## config.mk

```make
export PLATFORM = sky130hd
export DESIGN_NAME = hazard_control_unit
export DESIGN_NICKNAME = d
export VERILOG_FILES = /design/src/rtl/hazard_pkg.sv /design/src/rtl/hazard_detect.sv /design/src/rtl/hazard_control_unit.sv
export SDC_FILE = /design/constraint.sdc
export NUM_CORES = 1
export LEC_CHECK = 0
export BUFFER_PORTS_ARGS = -buffer_cell sky130_fd_sc_hd__buf_2
export CAP_MARGIN = 15
export CORE_MARGIN = 2
export CORE_UTILIZATION = 35
export CTS_BUF_LIST = sky130_fd_sc_hd__clkbuf_2
export DETAILED_ROUTE_END_ITERATION = 10
export HOLD_SLACK_MARGIN = 0.15
export PLACE_DENSITY_LB_ADDON = 0.08
export SYNTH_ARGS = -nofsm -noshare
export SYNTH_HDL_FRONTEND = slang
export SYNTH_SLANG_ARGS = --single-unit
```

## constraint.sdc

```tcl
create_clock -name clk -period 1.41 [get_ports clk]
set_input_delay 0.141 -clock clk [delete_from_list [all_inputs] [get_ports clk]]
set_output_delay 0.141 -clock clk [all_outputs]
set_load 0.03 [all_outputs]
```

## src/rtl/hazard_pkg.sv

```systemverilog
// rtl/hazard_pkg.sv - shared types and constants for the hazard control unit
package hazard_pkg;

    typedef enum logic [1:0] {
        RUN    = 2'd0,
        MULDIV = 2'd1,
        LAST   = 2'd2
    } hazard_state_e;

    localparam int REGWRITE_EN_BIT = 1;

    typedef struct packed {
        logic [1:0] regwrite;
        logic       muxc;
        logic       muldiv;
    } ex_ctrl_t;

    // Control word of a bubble: writes nothing, loads nothing, not a mul/div.
    localparam ex_ctrl_t NOP_CTRL = '{regwrite: 2'b00, muxc: 1'b0, muldiv: 1'b0};

endpackage

```

## src/rtl/hazard_detect.sv

```systemverilog
// rtl/hazard_detect.sv - combinational load-use / branch-ALU / branch-load hazard compare
import hazard_pkg::*;

module hazard_detect (
    input  logic [3:0] id_op1,
    input  logic [3:0] id_op2,
    input  logic       id_is_branch,
    input  logic [3:0] ex_op1,
    input  ex_ctrl_t   ex_ctrl,
    input  logic [3:0] mem_op1,
    input  logic       mem_muxc,
    output logic       hit
);

    logic ex_writes;
    logic load_use;
    logic branch_alu;
    logic branch_load;

    always_comb begin
        ex_writes   = (ex_ctrl != NOP_CTRL) && ex_ctrl.regwrite[REGWRITE_EN_BIT];
        // Register 0 is an ordinary register here: full 4-bit compares.
        load_use    = ex_ctrl.muxc && ex_writes && ((ex_op1 == id_op1) || (ex_op1 == id_op2));
        branch_alu  = id_is_branch && ex_writes && (ex_op1 == id_op1);
        branch_load = id_is_branch && mem_muxc && (mem_op1 == id_op1);
        hit         = load_use || branch_alu || branch_load;
    end

endmodule

```

## src/rtl/hazard_control_unit.sv

```systemverilog
// rtl/hazard_control_unit.sv - pipeline stall/flush generator; HAZARD_PERF_CNT_EN adds perf counters
import hazard_pkg::*;

module hazard_control_unit #(
    parameter int MULDIV_CYCLES = 4
`ifdef HAZARD_PERF_CNT_EN
    , parameter int CNT_W = 16
`endif
) (
    input  logic       clk,
    input  logic       rst,
    input  logic [3:0] id_op1,
    input  logic [3:0] id_op2,
    input  logic       id_is_branch,
    input  logic [3:0] ex_op1,
    input  logic [1:0] ex_regwrite,
    input  logic       ex_muxc,
    input  logic       ex_muldiv,
    input  logic [3:0] mem_op1,
    input  logic       mem_muxc,
    input  logic       branch_taken,
    output logic       pc_write,
    output logic       ifid_write,
    output logic       idex_bubble,
    output logic       ex_hold,
    output logic       ifid_flush,
    output logic       busy
`ifdef HAZARD_PERF_CNT_EN
    , output logic [CNT_W-1:0] stall_cycles,
    output logic [CNT_W-1:0] flush_count
`endif
);

    localparam logic [3:0] CNT_INIT = 4'(MULDIV_CYCLES - 2);

    hazard_state_e state;
    logic [3:0]    cnt;
    ex_ctrl_t      ex_ctrl;
    logic          data_hit;
    logic          muldiv_hold;
    logic          data_stall;

    assign ex_ctrl = '{regwrite: ex_regwrite, muxc: ex_muxc, muldiv: ex_muldiv};

    hazard_detect u_detect (
        .id_op1       (id_op1),
        .id_op2       (id_op2),
        .id_is_branch (id_is_branch),
        .ex_op1       (ex_op1),
        .ex_ctrl      (ex_ctrl),
        .mem_op1      (mem_op1),
        .mem_muxc     (mem_muxc),
        .hit          (data_hit)
    );

    // In LAST the mul/div is leaving EX, so ex_muldiv refers to it and is ignored.
    always_comb begin
        muldiv_hold = !rst && (((state == RUN) && ex_muldiv) || (state == MULDIV));
        data_stall  = !rst && !muldiv_hold && data_hit;
        pc_write    = !(muldiv_hold || data_stall);
        ifid_write  = !(muldiv_hold || data_stall);
        idex_bubble = data_stall;
        ex_hold     = muldiv_hold;
        ifid_flush  = !rst && branch_taken && pc_write;
        busy        = !rst && (state != RUN);
    end

    always_ff @(posedge clk) begin
        if (rst) begin
            state <= RUN;
            cnt   <= '0;
        end else begin
            case (state)
                RUN: begin
                    if (ex_muldiv) begin
                        cnt   <= CNT_INIT;
                        state <= (CNT_INIT == 4'd0) ? LAST : MULDIV;
                    end
                end
                MULDIV: begin
                    cnt <= cnt - 4'd1;
                    if (cnt == 4'd1) begin
                        state <= LAST;
                    end
                end
                LAST:    state <= RUN;
                default: state <= RUN;
            endcase
        end
    end

`ifdef HAZARD_PERF_CNT_EN
    always_ff @(posedge clk) begin
        if (rst) begin
            stall_cycles <= '0;
            flush_count  <= '0;
        end else begin
            if (!pc_write && (stall_cycles != '1)) begin
                stall_cycles <= stall_cycles + CNT_W'(1);
            end
            if (ifid_flush && (flush_count != '1)) begin
                flush_count <= flush_count + CNT_W'(1);
            end
        end
    end
`endif

endmodule

```

==> results.yml <==
run_status:
  run_status: "finished, violations left"
  failing_checks: "setup timing"
synthesis:
  synth_commonest_cells: "10 x sky130_fd_sc_hd__nor2_1, 8 x sky130_fd_sc_hd__xor2_1, 6 x sky130_fd_sc_hd__dfxtp_1, 6 x sky130_fd_sc_hd__inv_1"
  syn_area_per_cell_sq_um: 8.15
  synth.most_common_cell: "sky130_fd_sc_hd__nor2_1"
  synth_top_family_by_area: "simple AND/OR/NAND/NOR gates"
  synth_area_leaders: "sky130_fd_sc_hd__dfxtp_1 24%, sky130_fd_sc_hd__xor2_1 14%, sky130_fd_sc_hd__nor2_1 7.4%, sky130_fd_sc_hd__ha_1 5.0%, sky130_fd_sc_hd__inv_1 4.5%"
  synth_simple_gate_area_frac: 0.228
  yosys.area_share.adder: 0.0495
  syn-num-nets: 89
  synth_async_sr_flop_share: 0
  synthCells: 62
  synthesized_area_fraction_occupied_by_ao_oa_aoi_and_oai_cells: 0.218
  synth_edf_count: 0
  synth.lib_cells_used.distinct: 26
  synth_top_flop_cell: "sky130_fd_sc_hd__dfxtp_1"
  yosysWarnings: 0
  synthDominantAreaCellType: "sky130_fd_sc_hd__dfxtp_1"
  synth_mux_area_frac: 0.0446
  yosys_register_bits: 6
  synth_xor_area_frac: 0.156
  synth-seq-area-share: 0.238
  synth.cell_area_sq_um: 505
  synth_largest_type_area_fraction: 0.238
final_layout:
  final.fill_count: 106
  final_core_util: 0.623
  design.final.nets: 126
  syn_to_final_growth_pct: 62.4
  post_route_cells_drive_above_1_share: 0.515
  number_of_antenna_cells_inserted: 0
global_route:
  grtUsageTotal: 0.168
  remaining_global_route_overflow: 0
  largest_net_degree_at_the_start_of_global_routing: 9
  initial_antenna_violation_count: 0
  grt_pass1_vias: 543
  grt_first_pass_wirelength_um: 2240
critical_path:
  critical-path-top-cell-by-count: "sky130_fd_sc_hd__buf_6"
  slowest_delay_ns: 0.31
  crit_arrival_ns: 1.31
  critical_path.slowest_cell: "sky130_fd_sc_hd__nor4_2"
  crit_chain: "buf_6 -> xor2_1 -> nor4_2 -> a32o_2 -> o211a_1 -> buf_6"
  end_kind: "output pin"
  critical_path_class: "in2out"
  crit_path_max_fanout: 3
  timing.critical_path.from_type: "primary input"
  critical_path_required_ns: 1.27
clock_tree:
  tritoncts.num_buffers: 3
  cts_tree: "built"
  cts_max_path_buffers: 2
  worstSkewPairLatency_ns: 0.23
  path_clk_slew_ns: 0.07
  cts.root.buffer_cell: "sky130_fd_sc_hd__clkbuf_2"
  clock_sinks: 6
  cts.htree.levels: 1
power:
  power.leakage_uw: 0.000420
  power.total_uw: 565
  power_per_cell_area_mw_per_mm2: 688
  worst_ir_drop_vdd_uv: 367
timing:
  tightest_slew_ns: 0.354
  finalMaxSlewViolations: 0
  finalCriticalPeriod_ns: 1.45
  max-slew-margin-rel: 0.763
  final_hold_violating_endpoints: 0
  clock_skew_ns: 0.000138
  final_critical_path_setup_slack_ns: -0.0410
  fin_worst_hold_slack_ns: 0.170
  final_min_period_over_clock_period: 1.03
  max_clock_freq_mhz: 689
  rsz_0062_raised_after_global_routing: "yes"
  setup_viol_count_final: 3
hold_path:
  hp-class: "in2reg"
floorplanning:
  floorplan_die_area_sq_mm: 0.00176
  core_region_area_sq_mm: 0.00132
  die_w_um: 42.0
  design.portCount: 31
  initial_utilization: 0.384
  floorplan.rows: 13
  die_height_um: 42.0
place:
  dp_hpwl_um: 1010
  globalplace.congestion: 0.740
  placement.io_buffers: 29
detailed_routing:
  drc: 0
  detailed_route_wire_length_um: 1340
  dr.first_iter.drc_count: 15
  ant_nets_after_route: 0
  wire_per_inst_um: 12.0
  via_density: 5.10
  vias_after_detailed_routing: 571
  drt_first_pass_iters: 7
run:
  cap_violations: 0
==> critical path: cells and delay by family <==
| kind | cells | cell delay, ns |
|---|---|---|
| xor+xnor | 1 | 0.16 |
| simple gates | 1 | 0.31 |
| compound gates | 2 | 0.47 |
| buf+inv | 2 | 0.23 |
==> metrics by stage <==
step	setup slack (ns)	area (sq um)	instances	TNS (ns)
floorplan	-0.0602	524	62	-0.0602
detailed placement	-0.100	707	108	-0.244
finish	-0.0410	821	112	-0.0652
global route	-0.0844	821	112	-0.252
global placement	-0.0991	707	108	-0.233
CTS	-0.0191	808	112	-0.0191
==> metal layers <==
metal	global-route usage	part of all wire	vias to the layer above
met4	0.116	0.026	0
met5	0	0	-
met1	0.159	0.36	250
li1	-	-	290
met3	0.0172	0.054	4
met2	0.328	0.56	27
==> final timing paths <==
path	end	cells after the start	slack, ns	from
hold / removal	state[0]$_SDFFE_PP0P_	2	0.17	rst
hold reg to reg	cnt[0]$_SDFFE_PP0P_	2	0.56	cnt[0]$_SDFFE_PP0P_
setup reg to reg	cnt[3]$_SDFFE_PP0P_	4	0.14	cnt[0]$_SDFFE_PP0P_
setup / recovery	idex_bubble	6	-0.04	id_op1[1]
==> cell families (layout without fill, tap and decap cells) <==
| logic type | Yosys count | count (layout) |
|---|---|---|
| buf+inv | 8 | 43 |
| xor+xnor | 9 | 9 |
| simple gates | 23 | 23 |
| flops | 6 | 6 |
| compound gates | 12 | 12 |
| fa+ha+maj | 2 | 2 |
| mux | 2 | 2 |
==> cell type report <==
cell class                      instances  area (sq um)  area share
Tap cell                               15          18.8      0.0229
Clock buffer                            3          15.0      0.0183
Multi-Input combinational cell         48           394       0.480
Inverter                                6          22.5      0.0274
Timing Repair Buffer                   34           248       0.302
Sequential cell                         6           123       0.149
==> where the power goes <==
group	internal, uW	switching [uW]	leakage (uW)	total, uW
sequential	183	13.4	0.0000501	197
clock	58.0	73.4	0.0000125	131
combinational	124	113	0.000358	237
total	365	200	0.000420	565
==> cells in the final DEF (no fill, tap or decap), drive strengths merged, types with 3 or more instances in the layout <==
cell / count
clkbuf: 3
dfxtp: 6
nor2: 10
nand2b: 3
buf: 34
xor2: 8
inv: 6
nor3: 3
==> repair_timing <==
item                                    CTS  global route
hold buffers                              0             0
gates resized for setup                  19             4
endpoints found under the setup margin    3             4
setup buffers                             3             0
pin swaps                                12             4
==> registers in the layout, indices dropped and copies added, names as in the netlist <==
name	cells
cnt	4
state	2
Note: power is estimated with default switching activity, not from simulation.
